[src/rtl/afifo_wr_packer_pkg.sv]
// Shared constants for the dual-clock FIFO packer/unpacker pair.
// Default lane geometry and the word-counter width used on both FIFO sides.
package afifo_wr_packer_pkg;

  localparam int DEF_IN_WIDTH = 2;
  localparam int DEF_RATIO    = 4;
  localparam int DEF_WIDTH    = DEF_IN_WIDTH * DEF_RATIO;
  localparam int DEF_LANE_W   = $clog2(DEF_RATIO);

  // Word counter width, shared with the read-side unpacker.
  localparam int WR_CNT_W = 16;

endpackage

[src/rtl/afifo_wr_packer.sv]
// Write-side producer for the dual-clock FIFO: packs RATIO narrow beats LSB-first
// into one FIFO word, flushing partial words on s_last, with a one-entry output stage.
module afifo_wr_packer
  import afifo_wr_packer_pkg::*;
#(
  parameter int IN_WIDTH = DEF_IN_WIDTH,
  parameter int RATIO    = DEF_RATIO
) (
  input  logic                         wclk,
  input  logic                         wrstn,
  input  logic                         s_valid,
  input  logic [IN_WIDTH-1:0]          s_data,
  input  logic                         s_last,
  output logic                         s_ready,
  output logic                         winc,
  output logic [IN_WIDTH*RATIO-1:0]    wdata,
  input  logic                         wfull,
  output logic                         busy,
  output logic [WR_CNT_W-1:0]          wr_cnt
);

  localparam int WIDTH  = IN_WIDTH * RATIO;
  localparam int LANE_W = $clog2(RATIO);

  logic [WIDTH-1:0]    pack_q, pack_d;
  logic [LANE_W-1:0]   lane_q, lane_d;
  logic                outValid_q, outValid_d;
  logic [WIDTH-1:0]    wdata_q, wdata_d;
  logic [WR_CNT_W-1:0] wrCnt_q, wrCnt_d;

  logic             accept;
  logic             complete;
  logic [WIDTH-1:0] beatShifted;
  logic [WIDTH-1:0] mergedWord;

  assign s_ready  = !outValid_q || !wfull;
  assign winc     = outValid_q && !wfull;
  assign accept   = s_valid && s_ready;
  assign complete = accept && ((lane_q == LANE_W'(RATIO - 1)) || s_last);

  // Lanes above the current one are still zero, so OR-ing in the beat zero-pads them.
  assign beatShifted = WIDTH'(s_data) << (int'(lane_q) * IN_WIDTH);
  assign mergedWord  = pack_q | beatShifted;

  always_comb begin
    pack_d     = pack_q;
    lane_d     = lane_q;
    outValid_d = outValid_q;
    wdata_d    = wdata_q;
    wrCnt_d    = wrCnt_q;

    if (winc) begin
      outValid_d = 1'b0;
      wrCnt_d    = wrCnt_q + WR_CNT_W'(1);
    end

    // A completing accept after a write reloads the output stage with no bubble.
    if (complete) begin
      wdata_d    = mergedWord;
      outValid_d = 1'b1;
      pack_d     = '0;
      lane_d     = '0;
    end else if (accept) begin
      pack_d = mergedWord;
      lane_d = lane_q + LANE_W'(1);
    end
  end

  always_ff @(posedge wclk or negedge wrstn) begin
    if (!wrstn) begin
      pack_q     <= '0;
      lane_q     <= '0;
      outValid_q <= 1'b0;
      wdata_q    <= '0;
      wrCnt_q    <= '0;
    end else begin
      pack_q     <= pack_d;
      lane_q     <= lane_d;
      outValid_q <= outValid_d;
      wdata_q    <= wdata_d;
      wrCnt_q    <= wrCnt_d;
    end
  end

  assign wdata  = wdata_q;
  assign wr_cnt = wrCnt_q;
  assign busy   = outValid_q || (lane_q != '0);

endmodule

[config.mk]
export PLATFORM = sky130hd
export DESIGN_NAME = afifo_wr_packer
export DESIGN_NICKNAME = d
export VERILOG_FILES = /design/src/rtl/afifo_wr_packer_pkg.sv /design/src/rtl/afifo_wr_packer.sv
export SDC_FILE = /design/constraint.sdc
export NUM_CORES = 1
export LEC_CHECK = 0
export BUFFER_PORTS_ARGS = -buffer_cell sky130_fd_sc_hd__buf_2
export CELL_PAD_IN_SITES_DETAIL_PLACEMENT = 0
export CELL_PAD_IN_SITES_GLOBAL_PLACEMENT = 1
export CORE_ASPECT_RATIO = 0.6
export CORE_MARGIN = 2
export CORE_UTILIZATION = 41
export DETAILED_ROUTE_END_ITERATION = 10
export PLACE_DENSITY_LB_ADDON = 0.1
export SLEW_MARGIN = 5
export SYNTH_ARGS = -nofsm -noshare
export SYNTH_HDL_FRONTEND = slang
export SYNTH_SLANG_ARGS = --single-unit
export TNS_END_PERCENT = 10
[constraint.sdc]
create_clock -name wclk -period 1.9 [get_ports wclk]
set_input_delay 0.475 -clock wclk [delete_from_list [all_inputs] [get_ports wclk]]
set_output_delay 0.475 -clock wclk [all_outputs]
set_load 0.05 [all_outputs]
==> impl_metrics.yaml <==
run_status:
  status: "finished clean"
pwr:
  p_clk_share_pct: 21.1
  p_int_w: 0.00137
  pwr-share-seq_pct: 43.8
  power.total_w: 0.00239
  combPwrFrac_pct: 35.1
  p_per_area_nw_per_um2: 1270
  vdd_drop_max_mv: 0.892
  netSwitchingFraction_pct: 42.6
  power_leakage_nw: 0.950
  p_sw_w: 0.00102
yosys:
  synth-seq-area-share_pct: 55.9
  ys_types: 34
  synth_area_per_cell_sq_um: 11.0
  synth-compound-area-share_pct: 9.98
  synthAdderAreaFrac_pct: 2.40
  synth-simple-area-share_pct: 20.4
  ys_warn_count: 0
  ys_ff_latch: 35
  synth_top_family_by_area: "simple AND/OR/NAND/NOR gates"
  synthTopCellsByArea: "dfrtp_1, nand2_1, xnor2_1"
  yosysTopAreaCellShare_pct: 55.9
  syn_inst: 143
  synthXorXnorAreaFrac_pct: 8.39
  syn_area_sq_um: 1570
  yosys-mux-area-fraction_pct: 0.719
  yosys.area.top_type: "dfrtp_1"
  synth_nets: 153
critical_path:
  endpoint_kind: "output pin"
  r2r-start: "wr_cnt[0]$_DFFE_PN0P_"
  crit_slowest_cell: "dfrtp_2"
  crit_fanout: 8
  critical_path.top_delay_family: "flip-flops"
  timing.rr.end: "wr_cnt[12]$_DFFE_PN0P_"
  rr_worst_depth: 5
  critPathBufInv: 2
  worstSetupPathType: "flip-flop to output pin"
  worstSetupStartpointType: "flip-flop"
  cp.required_ps: 1420
  cp.arrival_ps: 1320
  slowest_delay_ps: 450
  rrSetupSlack_ps: 220
  path_cells: "inv_1 -> ha_1 -> nand2b_1 -> buf_2"
sta:
  final-setup-viol-count: 0
  clock_skew_ps: 4.94
  hold_viol: 0
  finalMaxSlewViolations: 0
  period_minus_slack_ps: 1790
  fmax_ghz: 0.559
  period_share_pct: 94.2
  setup_tns_ps: 0
  worstMarginPinSlew_ps: 544
  timing.hold.ws_ps: 218
  slew_headroom_pct: 63.7
  rsz0062_at_grt: "false"
clocking:
  clock_sinks: 35
  clockBufferDepth: 2
  clkLatencyLatePin_ps: 280
  path_clk_slew_ps: 70
  cts-root-buf: "clkbuf_8"
  htree_levels: 2
  cts_setup_buffers: 0
  cts_made_buffers: 5
  cts_tree: "done"
  cts_hold_buf: 0
  ctsResizeCount: 1
floorplan:
  core_area_sq_um: 3660
  rows: 17
  die-area_sq_um: 4350
  die_h_microns: 51.9
  start_util_pct: 42.8
  ios: 34
  chipWidth_microns: 83.8
place:
  dp_cells: 224
  hpwl_microns: 2370
  globalplace.congestion: 0.715
  post_dp_cell_area_sq_um: 1800
  port_buffers: 33
global_route:
  grt_max_degree: 36
  grt_pass1_vias: 1091
  grt_pass1_wl_microns: 5330
  grtUsageTotal_pct: 16.3
  antenna_found_initial: 0
  grt_overflow: 0
final_layout:
  diodes: 0
  final_nets: 194
  stdcell_count: 232
  fin_area_sq_um: 1880
  drive_gt1_share_pct: 29.2
  area_delta_synth_final_pct: 20.2
drt:
  first_iter_violations: 67
  avgRoutedWirePerCell_microns: 13.6
  viasPerCell: 4.86
  wirelength_microns: 3160
  drtAntennaViolNets: 0
  drc_errors: 0
  drtPass1Iterations: 4
  vias: 1127
run:
  maxCapViolations: 0
min_path:
  min_path_type: "input pin to async pin"
registers in the layout, indices dropped and copies added (netlist names):
signal / count
outValid_q: 1
wdata: 8
lane_q: 2
pack_q: 8
wr_cnt: 16
worst max path at each step:
stage | startpoint | end | slack, ps | cells past startpoint
detailed placement | lane_q[1]$_DFFE_PN0P_ | wdata[1]$_DFFE_PN0P_ | 200 | 4
global route | lane_q[1]$_DFFE_PN0P_ | busy | 50 | 4
global placement | lane_q[1]$_DFFE_PN0P_ | wdata[7]$_DFFE_PN0P_ | 250 | 4
finish | lane_q[1]$_DFFE_PN0P_ | busy | 110 | 4
floorplan | lane_q[0]$_DFFE_PN0P_ | busy | 150 | 4
CTS | lane_q[1]$_DFFE_PN0P_ | busy | 90 | 4
routing by layer:
metal  vias up  track usage, %  part of all wire (%)
met1       522            25.6                    56
met2        26            20.3                    37
met4         0            5.65                  0.85
li1        574               -                     -
met5         -               0                     0
met3         5            5.24                   5.3
placed cells by master, fill, tap and decap left out, drive strengths merged:
master / count
a21bo: 1
a21o: 1
a21oi: 8
a31oi: 8
and3: 1
and4: 2
buf: 38
clkbuf: 7
clkinv: 1
dfrtp: 35
ha: 3
inv: 2
mux2: 1
nand2: 19
nand2b: 1
nand3: 4
nand4: 4
nand4b: 1
nor2: 15
nor2b: 3
nor3: 3
nor4: 2
o21ai: 9
or2: 1
xnor2: 8
xor2: 7
power groups by stage:
stage / Combinational [W] / Clock [W] / Sequential (W)
floorplan: 0.000282 / 0 / 0.00138
detailed placement: 0.000848 / 0 / 0.00106
global route: 0.000905 / 0.000558 / 0.00108
global placement: 0.000835 / 0 / 0.00105
finish: 0.000839 / 0.000504 / 0.00104
CTS: 0.000848 / 0.000527 / 0.00105
through the flow:
step | utilization (%) | setup slack, ps
2_1_floorplan | - | 145
3_3_place_gp | 49.2 | 250
3_5_place_dp | 49.2 | 204
4_1_cts | 51.5 | 89.2
5_1_grt | 51.5 | 48.3
6_report | 51.5 | 110
cells by family (layout without fill, tap and decap cells):
kind of cell / count (synthesis) / in the layout
compound gates: 27 / 27
mux: 1 / 1
buf+inv: 6 / 48
flops: 35 / 35
fa+ha+maj: 3 / 3
simple gates: 56 / 56
xor+xnor: 15 / 15
layout make-up:
type | instances | area, sq um
tap | 47 | 58.8
timing repair buffer | 38 | 203
fill | 344 | 1780
sequential | 35 | 877
clock buffer | 7 | 76.3
clock inverter | 1 | 5.00
multi-input combinational | 102 | 656
inverter | 2 | 7.51
cells in the mapped netlist, drive strengths merged:
master,number
xor2,7
nand2b,1
inv,2
or2,1
and3,1
xnor2,8
a21bo,1
nand2,19
clkbuf,1
o21ai,9
nor2b,3
a21oi,8
a21o,1
nor3,3
nor4,2
nand4,4
nor2,15
ha,3
and4,2
buf,3
nand3,4
mux2,1
nand4b,1
dfrtp,35
a31oi,8
(Power assumes the default switching activity.)
